File: config.mk
export PLATFORM = sky130hd
export DESIGN_NAME = rx_initiated_sweep_test_tx_flat
export DESIGN_NICKNAME = d
export VERILOG_FILES = /design/src/rtl/rx_initiated_sweep_test_tx_if.sv /design/src/rtl/rx_initiated_sweep_test_tx.sv /design/src/flat_wrapper.sv
export SDC_FILE = /design/constraint.sdc
export NUM_CORES = 1
export LEC_CHECK = 0
export BUFFER_PORTS_ARGS = -buffer_cell sky130_fd_sc_hd__buf_2
export CAP_MARGIN = 20
export CORE_ASPECT_RATIO = 1.4
export CORE_UTILIZATION = 51
export DETAILED_ROUTE_END_ITERATION = 7
export HOLD_SLACK_MARGIN = 0.06
export PLACE_DENSITY = 0.79
export SKIP_LAST_GASP = 1
export SYNTH_ARGS = -nofsm -noshare
export SYNTH_HDL_FRONTEND = slang
export SYNTH_SLANG_ARGS = --single-unit
File: constraint.sdc
create_clock -name i_clk -period 2.35 [get_ports i_clk]
set_input_delay 0.1175 -clock i_clk [delete_from_list [all_inputs] [get_ports i_clk]]
set_output_delay 0.1175 -clock i_clk [all_outputs]
set_load 0.05 [all_outputs]
File: src/rtl/rx_initiated_sweep_test_tx_if.sv
`default_nettype none
// +--------------------------------------------------------------------------+
// | rx_initiated_sweep_test_tx_if: sideband wrapper/encoder handshake bundle  |
// | rev 1.0                                                                   |
// +--------------------------------------------------------------------------+
interface rx_initiated_sweep_test_tx_if #(
  parameter int unsigned SB_MSG_WIDTH = 4
);
  logic                    i_falling_edge_busy;
  logic                    i_rx_valid;
  logic                    i_rx_msg_valid;
  logic [SB_MSG_WIDTH-1:0] i_decoded_SB_msg;
  logic [SB_MSG_WIDTH-1:0] o_encoded_SB_msg_tx;
  logic                    o_sb_data_pattern;
  logic                    o_sb_burst_count;
  logic                    o_sb_comparison_mode;
  logic [1:0]              o_clock_phase;
  logic                    o_tx_data_valid;
  logic                    o_valid_tx;

  modport master (
    input  i_falling_edge_busy, i_rx_valid, i_rx_msg_valid, i_decoded_SB_msg,
    output o_encoded_SB_msg_tx, o_sb_data_pattern, o_sb_burst_count,
           o_sb_comparison_mode, o_clock_phase, o_tx_data_valid, o_valid_tx
  );

  modport slave (
    output i_falling_edge_busy, i_rx_valid, i_rx_msg_valid, i_decoded_SB_msg,
    input  o_encoded_SB_msg_tx, o_sb_data_pattern, o_sb_burst_count,
           o_sb_comparison_mode, o_clock_phase, o_tx_data_valid, o_valid_tx
  );
endinterface
`default_nettype wire

File: src/rtl/rx_initiated_sweep_test_tx.sv
`default_nettype none
// +--------------------------------------------------------------------------+
// | rx_initiated_sweep_test_tx: TX sequencer for a multi-point RX-initiated   |
// | data-to-clock sweep with per-handshake sideband timeout.  rev 1.0         |
// +--------------------------------------------------------------------------+
module rx_initiated_sweep_test_tx #(
  parameter int unsigned          SB_MSG_WIDTH = 4,
  parameter int unsigned          PT_CNT_W     = 4,
  parameter int unsigned          TIMEOUT_W    = 16,
  parameter logic [TIMEOUT_W-1:0] TIMEOUT_CYC  = 16'd8000
) (
  input  wire logic                i_clk,
  input  wire logic                i_rst_n,
  input  wire logic                i_sweep_en,
  input  wire logic                i_datavref_or_valvref,
  input  wire logic [PT_CNT_W-1:0] i_num_points,
  input  wire logic                i_pattern_finished,
  rx_initiated_sweep_test_tx_if.master sb,
  output logic                     o_val_pattern_en,
  output logic [1:0]               o_mainband_pattern_generator_cw,
  output logic [PT_CNT_W-1:0]      o_point_index,
  output logic                     o_sweep_done,
  output logic                     o_timeout_err
);

  localparam logic [SB_MSG_WIDTH-1:0] C_START_REQ      = SB_MSG_WIDTH'(1);
  localparam logic [SB_MSG_WIDTH-1:0] C_START_RESP     = SB_MSG_WIDTH'(2);
  localparam logic [SB_MSG_WIDTH-1:0] C_LFSR_CLR_REQ   = SB_MSG_WIDTH'(3);
  localparam logic [SB_MSG_WIDTH-1:0] C_LFSR_CLR_RESP  = SB_MSG_WIDTH'(4);
  localparam logic [SB_MSG_WIDTH-1:0] C_COUNT_DONE_REQ = SB_MSG_WIDTH'(5);
  localparam logic [SB_MSG_WIDTH-1:0] C_COUNT_DONE_RSP = SB_MSG_WIDTH'(6);
  localparam logic [SB_MSG_WIDTH-1:0] C_END_REQ        = SB_MSG_WIDTH'(7);
  localparam logic [SB_MSG_WIDTH-1:0] C_END_RESP       = SB_MSG_WIDTH'(8);
  localparam logic [1:0]              C_CW_IDLE        = 2'b00;
  localparam logic [1:0]              C_CW_CLR         = 2'b01;
  localparam logic [1:0]              C_CW_LFSR        = 2'b10;
  localparam logic [TIMEOUT_W-1:0]    C_TMO_LAST       = TIMEOUT_CYC - TIMEOUT_W'(1);

  typedef enum logic [3:0] {
    S_IDLE, S_WAIT_PARTNER, S_START_REQ, S_LFSR_CLEAR, S_SEND_PATTERN,
    S_COUNT_DONE, S_END_REQ, S_DONE, S_ERROR
  } state_e;

  state_e                  state_q, state_d;
  logic                    entry_q;
  logic [TIMEOUT_W-1:0]    tmo_q, tmo_d;
  logic [PT_CNT_W-1:0]     idx_q, idx_d, pts_q, pts_d, pidx_q, pidx_d;
  logic                    mode_q, mode_d;
  logic [SB_MSG_WIDTH-1:0] msg_q, msg_d;
  logic                    vtx_q, vtx_d, tdv_q, tdv_d, burst_q, burst_d;
  logic                    vpe_q, vpe_d, done_q, done_d, err_q, err_d;
  logic [1:0]              cw_q, cw_d;

  logic w_start_resp, w_clr_resp, w_cd_resp, w_end_resp;
  logic w_expired, w_last, w_waiting;

  // Only a valid-qualified decoded code counts as a response.
  assign w_start_resp = sb.i_rx_msg_valid && (sb.i_decoded_SB_msg == C_START_RESP);
  assign w_clr_resp   = sb.i_rx_msg_valid && (sb.i_decoded_SB_msg == C_LFSR_CLR_RESP);
  assign w_cd_resp    = sb.i_rx_msg_valid && (sb.i_decoded_SB_msg == C_COUNT_DONE_RSP);
  assign w_end_resp   = sb.i_rx_msg_valid && (sb.i_decoded_SB_msg == C_END_RESP);
  assign w_expired    = (tmo_q == C_TMO_LAST);
  assign w_last       = (idx_q == pts_q - PT_CNT_W'(1));
  assign w_waiting    = (state_q == S_START_REQ) || (state_q == S_LFSR_CLEAR) ||
                        (state_q == S_COUNT_DONE) || (state_q == S_END_REQ);

  always_comb begin
    state_d = state_q;
    idx_d   = idx_q;
    pts_d   = pts_q;
    mode_d  = mode_q;
    tmo_d   = '0;
    case (state_q)
      S_IDLE: begin
        pts_d  = (i_num_points == '0) ? PT_CNT_W'(1) : i_num_points;
        mode_d = i_datavref_or_valvref;
        idx_d  = '0;
        if (i_sweep_en)
          state_d = (sb.i_decoded_SB_msg == C_START_REQ) ? S_WAIT_PARTNER : S_START_REQ;
      end
      S_WAIT_PARTNER: if (sb.i_falling_edge_busy && sb.i_rx_valid) state_d = S_START_REQ;
      S_START_REQ: begin
        if (w_start_resp)   state_d = S_LFSR_CLEAR;
        else if (w_expired) state_d = S_ERROR;
      end
      S_LFSR_CLEAR: begin
        if (w_clr_resp)     state_d = S_SEND_PATTERN;
        else if (w_expired) state_d = S_ERROR;
      end
      S_SEND_PATTERN: if (i_pattern_finished) state_d = S_COUNT_DONE;
      S_COUNT_DONE: begin
        if (w_cd_resp) begin
          if (w_last) begin
            state_d = S_END_REQ;
          end else begin
            idx_d   = idx_q + PT_CNT_W'(1);
            state_d = S_LFSR_CLEAR;
          end
        end else if (w_expired) begin
          state_d = S_ERROR;
        end
      end
      S_END_REQ: begin
        if (w_end_resp)     state_d = S_DONE;
        else if (w_expired) state_d = S_ERROR;
      end
      default: ;
    endcase
    if (!i_sweep_en) state_d = S_IDLE;
    if ((state_d == state_q) && w_waiting) tmo_d = tmo_q + TIMEOUT_W'(1);
  end

  // Outputs follow the state one cycle late; entry_q marks the first cycle in a state.
  always_comb begin
    msg_d   = msg_q;
    vtx_d   = vtx_q;
    tdv_d   = tdv_q;
    burst_d = burst_q;
    vpe_d   = vpe_q;
    cw_d    = cw_q;
    pidx_d  = idx_q;
    done_d  = done_q;
    err_d   = err_q;
    if (state_q == S_IDLE) begin
      msg_d   = '0;
      vtx_d   = 1'b0;
      tdv_d   = 1'b0;
      burst_d = 1'b0;
      vpe_d   = 1'b0;
      cw_d    = C_CW_IDLE;
      pidx_d  = '0;
      done_d  = 1'b0;
      err_d   = 1'b0;
    end else begin
      if (sb.i_falling_edge_busy && !sb.i_rx_valid) vtx_d = 1'b0;
      if (!vtx_q) tdv_d = 1'b0;
      if (entry_q) begin
        case (state_q)
          S_START_REQ: begin
            msg_d   = C_START_REQ;
            vtx_d   = 1'b1;
            tdv_d   = 1'b1;
            burst_d = !mode_q;
          end
          S_LFSR_CLEAR: begin
            msg_d = C_LFSR_CLR_REQ;
            vtx_d = 1'b1;
            if (!mode_q) cw_d = C_CW_CLR;
          end
          S_SEND_PATTERN: begin
            if (mode_q) vpe_d = 1'b1;
            else        cw_d  = C_CW_LFSR;
          end
          S_COUNT_DONE: begin
            msg_d = C_COUNT_DONE_REQ;
            vtx_d = 1'b1;
            cw_d  = C_CW_IDLE;
            vpe_d = 1'b0;
          end
          S_END_REQ: begin
            msg_d = C_END_REQ;
            vtx_d = 1'b1;
          end
          S_DONE: done_d = 1'b1;
          S_ERROR: begin
            err_d = 1'b1;
            cw_d  = C_CW_IDLE;
            vpe_d = 1'b0;
          end
          default: ;
        endcase
      end
    end
  end

  always_ff @(posedge i_clk or negedge i_rst_n) begin
    if (!i_rst_n) begin
      state_q <= S_IDLE;
      entry_q <= 1'b0;
      tmo_q   <= '0;
      idx_q   <= '0;
      pts_q   <= '0;
      mode_q  <= 1'b0;
      msg_q   <= '0;
      vtx_q   <= 1'b0;
      tdv_q   <= 1'b0;
      burst_q <= 1'b0;
      vpe_q   <= 1'b0;
      cw_q    <= C_CW_IDLE;
      pidx_q  <= '0;
      done_q  <= 1'b0;
      err_q   <= 1'b0;
    end else begin
      state_q <= state_d;
      entry_q <= (state_d != state_q);
      tmo_q   <= tmo_d;
      idx_q   <= idx_d;
      pts_q   <= pts_d;
      mode_q  <= mode_d;
      msg_q   <= msg_d;
      vtx_q   <= vtx_d;
      tdv_q   <= tdv_d;
      burst_q <= burst_d;
      vpe_q   <= vpe_d;
      cw_q    <= cw_d;
      pidx_q  <= pidx_d;
      done_q  <= done_d;
      err_q   <= err_d;
    end
  end

  assign sb.o_encoded_SB_msg_tx           = msg_q;
  assign sb.o_sb_data_pattern             = 1'b0;
  assign sb.o_sb_burst_count              = burst_q;
  assign sb.o_sb_comparison_mode          = 1'b0;
  assign sb.o_clock_phase                 = 2'b00;
  assign sb.o_tx_data_valid               = tdv_q;
  assign sb.o_valid_tx                    = vtx_q;
  assign o_val_pattern_en                 = vpe_q;
  assign o_mainband_pattern_generator_cw  = cw_q;
  assign o_point_index                    = pidx_q;
  assign o_sweep_done                     = done_q;
  assign o_timeout_err                    = err_q;

endmodule
`default_nettype wire

File: src/flat_wrapper.sv
// flat-port wrapper written by rule: the top's interface ports become plain ports
module rx_initiated_sweep_test_tx_flat 
#(
  parameter int unsigned          SB_MSG_WIDTH = 4,
  parameter int unsigned          PT_CNT_W     = 4,
  parameter int unsigned          TIMEOUT_W    = 16,
  parameter logic [TIMEOUT_W-1:0] TIMEOUT_CYC  = 16'd8000
)
  (i_clk, i_rst_n, i_sweep_en, i_datavref_or_valvref, i_num_points, i_pattern_finished, o_val_pattern_en, o_mainband_pattern_generator_cw, o_point_index, o_sweep_done, o_timeout_err, sb_i_falling_edge_busy, sb_i_rx_valid, sb_i_rx_msg_valid, sb_i_decoded_SB_msg, sb_o_encoded_SB_msg_tx, sb_o_sb_data_pattern, sb_o_sb_burst_count, sb_o_sb_comparison_mode, sb_o_clock_phase, sb_o_tx_data_valid, sb_o_valid_tx);
  rx_initiated_sweep_test_tx_if #(.SB_MSG_WIDTH(SB_MSG_WIDTH)) sb_i ();
  input  wire logic i_clk;
  input  wire logic i_rst_n;
  input  wire logic i_sweep_en;
  input  wire logic i_datavref_or_valvref;
  input  wire logic [PT_CNT_W-1:0] i_num_points;
  input  wire logic i_pattern_finished;
  output logic o_val_pattern_en;
  output logic [1:0] o_mainband_pattern_generator_cw;
  output logic [PT_CNT_W-1:0] o_point_index;
  output logic o_sweep_done;
  output logic o_timeout_err;
  input wire logic [$bits(sb_i.i_falling_edge_busy)-1:0] sb_i_falling_edge_busy;
  input wire logic [$bits(sb_i.i_rx_valid)-1:0] sb_i_rx_valid;
  input wire logic [$bits(sb_i.i_rx_msg_valid)-1:0] sb_i_rx_msg_valid;
  input wire logic [$bits(sb_i.i_decoded_SB_msg)-1:0] sb_i_decoded_SB_msg;
  output wire logic [$bits(sb_i.o_encoded_SB_msg_tx)-1:0] sb_o_encoded_SB_msg_tx;
  output wire logic [$bits(sb_i.o_sb_data_pattern)-1:0] sb_o_sb_data_pattern;
  output wire logic [$bits(sb_i.o_sb_burst_count)-1:0] sb_o_sb_burst_count;
  output wire logic [$bits(sb_i.o_sb_comparison_mode)-1:0] sb_o_sb_comparison_mode;
  output wire logic [$bits(sb_i.o_clock_phase)-1:0] sb_o_clock_phase;
  output wire logic [$bits(sb_i.o_tx_data_valid)-1:0] sb_o_tx_data_valid;
  output wire logic [$bits(sb_i.o_valid_tx)-1:0] sb_o_valid_tx;
  assign sb_i.i_falling_edge_busy = sb_i_falling_edge_busy;
  assign sb_i.i_rx_valid = sb_i_rx_valid;
  assign sb_i.i_rx_msg_valid = sb_i_rx_msg_valid;
  assign sb_i.i_decoded_SB_msg = sb_i_decoded_SB_msg;
  assign sb_o_encoded_SB_msg_tx = sb_i.o_encoded_SB_msg_tx;
  assign sb_o_sb_data_pattern = sb_i.o_sb_data_pattern;
  assign sb_o_sb_burst_count = sb_i.o_sb_burst_count;
  assign sb_o_sb_comparison_mode = sb_i.o_sb_comparison_mode;
  assign sb_o_clock_phase = sb_i.o_clock_phase;
  assign sb_o_tx_data_valid = sb_i.o_tx_data_valid;
  assign sb_o_valid_tx = sb_i.o_valid_tx;
  rx_initiated_sweep_test_tx #(.SB_MSG_WIDTH(SB_MSG_WIDTH), .PT_CNT_W(PT_CNT_W), .TIMEOUT_W(TIMEOUT_W), .TIMEOUT_CYC(TIMEOUT_CYC)) u_core (.i_clk(i_clk), .i_rst_n(i_rst_n), .i_sweep_en(i_sweep_en), .i_datavref_or_valvref(i_datavref_or_valvref), .i_num_points(i_num_points), .i_pattern_finished(i_pattern_finished), .sb(sb_i), .o_val_pattern_en(o_val_pattern_en), .o_mainband_pattern_generator_cw(o_mainband_pattern_generator_cw), .o_point_index(o_point_index), .o_sweep_done(o_sweep_done), .o_timeout_err(o_timeout_err));
endmodule
==> impl_metrics.env, run 1 <==
export IMPL_outcome="completed"
export IMPL_fp_row_count=30
export IMPL_crit_chain="nor4b_1 -> and4_1 -> a21oi_1 -> or3_1 -> nand4b_4 -> nor2_1"
export IMPL_p_int_w=0.00117
export IMPL_synth_cell_types=57
export IMPL_worstSetupStartpointType="register"
export IMPL_clkSinkCount=45
export IMPL_wl_per_cell_um=15.0
export IMPL_grt_first_pass_wirelength_mm=10.4
export IMPL_antenna_found_initial=0
export IMPL_n_fill_cell=436
export IMPL_drc=0
export IMPL_path_class="register to register"
export IMPL_pin_count=36
export IMPL_arrival_ps=2330
export IMPL_num_antenna_cells=0
export IMPL_rsz0062_at_grt="no"
export IMPL_gp_congestion=0.943
export IMPL_io_buffers=30
export IMPL_final_setup_skew_ps=11.5
export IMPL_setup_violations=0
export IMPL_firstDrtPassIters=4
export IMPL_clockPowerShare_pct=30.1
export IMPL_hold_path_class="input pin to register"
export IMPL_end_kind="register"
export IMPL_multi_input_area_um2=1420
export IMPL_synth_main_ff_cell="dfrtp_1"
export IMPL_p_switching_w=0.000539
export IMPL_fmax_ghz=0.463
export IMPL_cts_resized=0
export IMPL_dieArea_um2=5530
export IMPL_grt_max_degree=46
export IMPL_drt_iter0_drc=174
export IMPL_placed_cell_area_um2=2920
export IMPL_drv_slew=0
export IMPL_sw_frac_of_total_pct=31.5
export IMPL_maxCapViolCount=0
export IMPL_crit_required_ps=2530
export IMPL_synth_area_um2=2670
export IMPL_cts_tree="yes"
export IMPL_area_delta_synth_final_pct=15.2
export IMPL_grt_pass1_vias=2294
export IMPL_core_area_um2=4950
export IMPL_numCtsBuffers=5
export IMPL_hpwl_mm=4.55
export IMPL_hold_viol=0
export IMPL_slowest_delay_ps=470
export IMPL_design_area_um2=3080
export IMPL_initial_core_util_pct=53.9
export IMPL_vdd_ir_drop_max_mv=0.344
export IMPL_synthArstFlopShare_pct=100
export IMPL_combPwrFrac_pct=20.4
export IMPL_crit_slowest_cell="nor4b_1"
export IMPL_clk_latency_ps=300
export IMPL_period_needed_ps=2160
export IMPL_drive_gt1_share_pct=22.6
export IMPL_path_max_fanout=16
export IMPL_grt_overflow=0
export IMPL_yosysWarnings=0
export IMPL_clockRootBuffer="clkbuf_8"
export IMPL_nets=355
export IMPL_synth_avg_cell_area_um2=9.08
export IMPL_synth_seq_cells=45
export IMPL_ant_nets=0
export IMPL_wl_mm=6.03
export IMPL_post_route_period_util_pct=91.8
export IMPL_grt_total_usage_pct=24.2
export IMPL_clk_pin_slew_ps=80
export IMPL_die_y_um=87.6
export IMPL_fp_dieW_um=63.2
export IMPL_powerDensity_nw_per_um2=556
export IMPL_cts_max_level=2
export IMPL_clockBufferDepth=2
export IMPL_seqCellArea_um2=1130
export IMPL_synth_edf_count=0
export IMPL_power_leakage_nw=1.35
export IMPL_synthCells=294
export IMPL_routed_via_density=5.82
export IMPL_ys_seq_area_share_pct=42.2
export IMPL_fin_setup_tns_ps=0
export IMPL_vias=2334
export IMPL_seqPwrFrac_pct=49.4
-- repair_timing --
action,in CTS,in global routing
setup buffers,0,0
hold endpoints to repair,48,0
hold buffers,4,0
-- power by group through the flow --
stage	Clock (W)	Sequential [W]	Combinational, W
2_1_floorplan	0	0.000902	0.000194
3_3_place_gp	0	0.000860	0.000337
3_5_place_dp	0	0.000861	0.000341
4_1_cts	0.000531	0.000846	0.000347
5_1_grt	0.000562	0.000853	0.000384
6_report	0.000516	0.000846	0.000349
-- per-layer routing --
layer | up-vias | GRT usage (%) | part of all wire [%]
met5 | - | 0 | 0
met4 | 0 | 13.3 | 3.7
met3 | 22 | 4.69 | 4.4
met2 | 77 | 43.6 | 53
met1 | 1109 | 26.6 | 39
li1 | 1126 | - | -
-- synthesized netlist by cell type (all sizes together), types with 3 or more instances --
cell    count  area [um^2]
o21ai      19         95.1
mux2        5         56.3
xor2       12          105
xnor2      11         96.3
o22ai       3         18.8
a31oi       3         18.8
nor2       38          168
clkbuf      7         26.3
nand4       6         37.5
nor2b       5         31.3
dfrtp      45         1130
nand2      26          100
buf         9         62.6
a311oi      3         26.3
a21oi      15         75.1
and4        4         35.0
a211oi      3         22.5
nor3       11         55.1
o211ai      5         42.5
inv        13         48.8
ha          3         37.5
nand3      14         70.1
-- stage by stage --
step / utilization, % / setup slack [ps] / instances / total power (W) / hold slack (ps)
after detailed placement: 58.9 / 203 / 388 / 0.00120 / 338
after CTS: 61.7 / 178 / 400 / 0.00172 / 60.9
after global routing: 62.1 / 14.9 / 401 / 0.00180 / 66.4
after global placement: 58.9 / 257 / 388 / 0.00120 / 329
after floorplan: - / 344 / 298 / 0.00110 / -178
final: 62.1 / 192 / 401 / 0.00171 / 66.8
-- flip-flops by register name, indices dropped and copies added (netlist names) --
register,flops
u_core.entry_q,1
u_core.idx_q,4
u_core.mode_q,1
u_core.o_mainband_pattern_generator_cw,2
u_core.o_point_index,4
u_core.o_sweep_done,1
u_core.o_timeout_err,1
u_core.o_val_pattern_en,1
u_core.pts_q,4
u_core.sb.o_encoded_SB_msg_tx,3
u_core.sb.o_sb_burst_count,1
u_core.sb.o_tx_data_valid,1
u_core.sb.o_valid_tx,1
u_core.state_q,4
u_core.tmo_q,16
-- critical path, delay by kind of cell (launching register included) --
kind | cells | cell delay (ps)
and+or+nand+nor | 5 | 1540
DFF | 1 | 440
AOI/OAI and AO/OA | 1 | 60
-- area by class of cell --
class / count / area share, %
inverters: 14 / 1.71
repair buffers: 47 / 9.76
clock buffers: 6 / 2.68
flip-flops and latches: 45 / 36.6
well taps: 64 / 2.60
clock inverters: 2 / 0.569
multi-input cells: 223 / 46.1
-- kinds of logic (layout without fill, tap and decap cells) --
kind of cell | count (synthesis) | count (layout) | synth area share, %
xor gates and xnor gates | 23 | 23 | 7.54
and+or+nand+nor | 121 | 121 | 25.1
other | 1 | 5 | 0.140
DFF | 45 | 45 | 42.2
muxes | 5 | 5 | 2.11
adders and majority gates | 3 | 3 | 1.41
AOI/OAI and AO/OA | 66 | 66 | 16.3
buffers and inverters | 30 | 69 | 5.30
-- worst paths after layout --
path,from,end,slack [ps],depth (start not counted)
worst max-delay path,u_core.tmo_q[6]$_DFF_PN0_,u_core.tmo_q[15]$_DFF_PN0_,190,6
worst max register to register,u_core.tmo_q[6]$_DFF_PN0_,u_core.tmo_q[15]$_DFF_PN0_,190,6
max in group asynchronous,i_rst_n,u_core.tmo_q[12]$_DFF_PN0_,1640,3
worst min register to register,u_core.tmo_q[0]$_DFF_PN0_,u_core.tmo_q[0]$_DFF_PN0_,500,1
min in group asynchronous,i_rst_n,u_core.mode_q$_DFFE_PN0P_,220,2
worst min-delay path,i_num_points[3],u_core.pts_q[3]$_DFFE_PN0P_,70,2
-- layout by cell type (no fill, tap or decap), drive strengths merged, types with 2 or more instances in the layout --
master       count
and4bb           2
mux2             5
a311oi           3
nand4            6
or3              2
nor4             2
nand3           14
nand2           26
a21oi           15
nor3            11
clkbuf           6
buf             43
o21ai           19
a211oi           3
xor2            12
inv             14
a31oi            3
o211ai           5
and4             4
dfrtp           45
and3             2
nor2b            5
ha               3
conb             5
dlygate4sd3      4
nor2            38
a2bb2oi          2
xnor2           11
o22ai            3
nor3b            2
clkinv           2
(Power assumes the default switching activity.)
==> run 2: changes to the inputs <==
==> constraint.sdc (replaced) <==
create_clock -name i_clk -period 2.35 [get_ports i_clk]
set_input_delay 0.235 -clock i_clk [delete_from_list [all_inputs] [get_ports i_clk]]
set_output_delay 0.235 -clock i_clk [all_outputs]
set_load 0.05 [all_outputs]
==> impl_metrics.env, run 2 (synthesized netlist as in run 1, its figures left out) <==
export IMPL_cts_max_level=2
export IMPL_slew_headroom_pct=57.8
export IMPL_vias=2310
export IMPL_worst_slew_pin_slew_ps=633
export IMPL_largest_register_ffs=16
export IMPL_crit_slowest_cell="or3b_2"
export IMPL_wl_per_cell_um=14.8
export IMPL_vdd_ir_drop_max_mv=0.358
export IMPL_num_antenna_cells=0
export IMPL_power_leakage_nw=1.36
export IMPL_nets=356
export IMPL_setup_violations=0
export IMPL_hold_buffers=1
export IMPL_hold_path_class="input pin to register"
export IMPL_initial_core_util_pct=53.9
export IMPL_antenna_found_initial=0
export IMPL_fmax_ghz=0.470
export IMPL_slowest_delay_ps=460
export IMPL_grt_pass1_vias=2336
export IMPL_period_needed_ps=2130
export IMPL_hpwl_mm=4.51
export IMPL_grt_first_pass_wirelength_mm=10.4
export IMPL_wl_mm=5.97
export IMPL_drive_gt1_share_pct=23.7
export IMPL_placed_cells=393
export IMPL_powerDensity_nw_per_um2=582
export IMPL_crit_required_ps=2580
export IMPL_postLayoutCoreUtil_pct=62.2
export IMPL_drv_slew=0
export IMPL_top_register="u_core.tmo_q"
export IMPL_drc=0
export IMPL_cts_resized=0
export IMPL_final_cells=402
export IMPL_clk_pin_slew_ps=90
export IMPL_r2r_slack_ps=220
export IMPL_clockRootBuffer="clkbuf_8"
export IMPL_area_delta_synth_final_pct=15.4
export IMPL_ant_nets=0
export IMPL_end_kind="register"
export IMPL_hold_viol=0
export IMPL_cts_setup_buffers=0
export IMPL_worstSetupStartpointType="register"
export IMPL_clockBufferDepth=2
export IMPL_grt_overflow=0
export IMPL_pin_count=36
export IMPL_gp_congestion=0.841
export IMPL_rsz0062_at_grt="no"
export IMPL_fin_setup_tns_ps=0
export IMPL_io_buffers=30
export IMPL_dieArea_um2=5530
export IMPL_cts_tree="yes"
export IMPL_path_class="register to register"
export IMPL_maxCapViolCount=0
export IMPL_clkSinkCount=45
export IMPL_clk_latency_ps=310
export IMPL_die_y_um=87.6
export IMPL_routed_via_density=5.75
export IMPL_numCtsBuffers=5
export IMPL_drt_iter0_drc=160
export IMPL_core_area_um2=4950
export IMPL_n_fill_cell=439
export IMPL_firstDrtPassIters=4
export IMPL_grt_max_degree=28
export IMPL_post_route_period_util_pct=90.6
export IMPL_fp_row_count=30
export IMPL_grt_total_usage_pct=24.0
export IMPL_arrival_ps=2360
export IMPL_fp_dieW_um=63.2
export IMPL_crit_chain="or3b_2 -> a21boi_1 -> nand3_1 -> o211a_1 -> nand4b_4 -> nor2_1"
export IMPL_path_max_fanout=16
export IMPL_outcome="completed"
export IMPL_mostFrequentLayoutCell="dfrtp_1"
export IMPL_final_cell_mix="45 x dfrtp_1, 30 x buf_2, 28 x nor2_1"
export IMPL_final_setup_skew_ps=8.66
run 2: cell count changes in the layout (fill, tap and decap cells not counted):
cell           change
buf_12             -1
buf_4              +5
bufinv_16          +1
clkbuf_8           -1
clkinv_4           -1
clkinvlp_4         +1
dlygate4sd3_1      -3
inv_6              -1
inv_8              +1
run 2: layout make-up:
type                            count  area [um^2]  share of cell area, %
Multi-Input combinational cell    223         1420                   46.0
Sequential cell                    45         1130                   36.5
Clock buffer                        5         68.8                   2.23
Timing Repair Buffer               48          288                   9.34
Inverter                           14         52.6                   1.71
Clock inverter                      3         48.8                   1.58
Tap cell                           64         80.1                   2.60
run 2: through the flow:
stage | worst slack, ps | hold slack, ps | power (W) | area (um^2)
after floorplan | 344 | -60.6 | 0.00110 | 2690
after global placement | 244 | 283 | 0.00119 | 2950
after detailed placement | 158 | 292 | 0.00120 | 2950
after CTS | 199 | 145 | 0.00181 | 3080
after global routing | 21.0 | 153 | 0.00187 | 3080
final | 222 | 151 | 0.00179 | 3080
run 2: worst max-delay path, delay by kind of cell (launching register included):
kind | cells | cell delay [ps]
simple gates | 4 | 1220
flops | 1 | 390
compound gates | 2 | 460
run 2: worst paths after layout:
kind                                                   from                           endpoint  depth (start not counted)
min in group asynchronous                           i_rst_n          u_core.mode_q$_DFFE_PN0P_                          2
worst min register to register    u_core.tmo_q[0]$_DFF_PN0_          u_core.tmo_q[0]$_DFF_PN0_                          1
worst max-delay path            u_core.state_q[2]$_DFF_PN0_          u_core.tmo_q[3]$_DFF_PN0_                          6
worst min-delay path                        i_num_points[1]        u_core.pts_q[1]$_DFFE_PN0P_                          3
max in group asynchronous                           i_rst_n  u_core.o_point_index[0]$_DFF_PN0_                          3
worst max register to register  u_core.state_q[2]$_DFF_PN0_          u_core.tmo_q[3]$_DFF_PN0_                          6
run 2: report_power, final:
group / internal [W] / total, W / switching, W
clock: 0.000324 / 0.000607 / 0.000284
sequential: 0.000807 / 0.000844 / 0.0000367
combinational: 0.000118 / 0.000341 / 0.000223
total: 0.00125 / 0.00179 / 0.000543
run 2: layer usage:
layer	track usage, %	vias up	part of all wire [%]
met5	0	-	0
met4	10.6	0	2.3
met3	4.56	14	3.7
met2	44.8	54	54
met1	26.4	1118	40
li1	-	1124	-
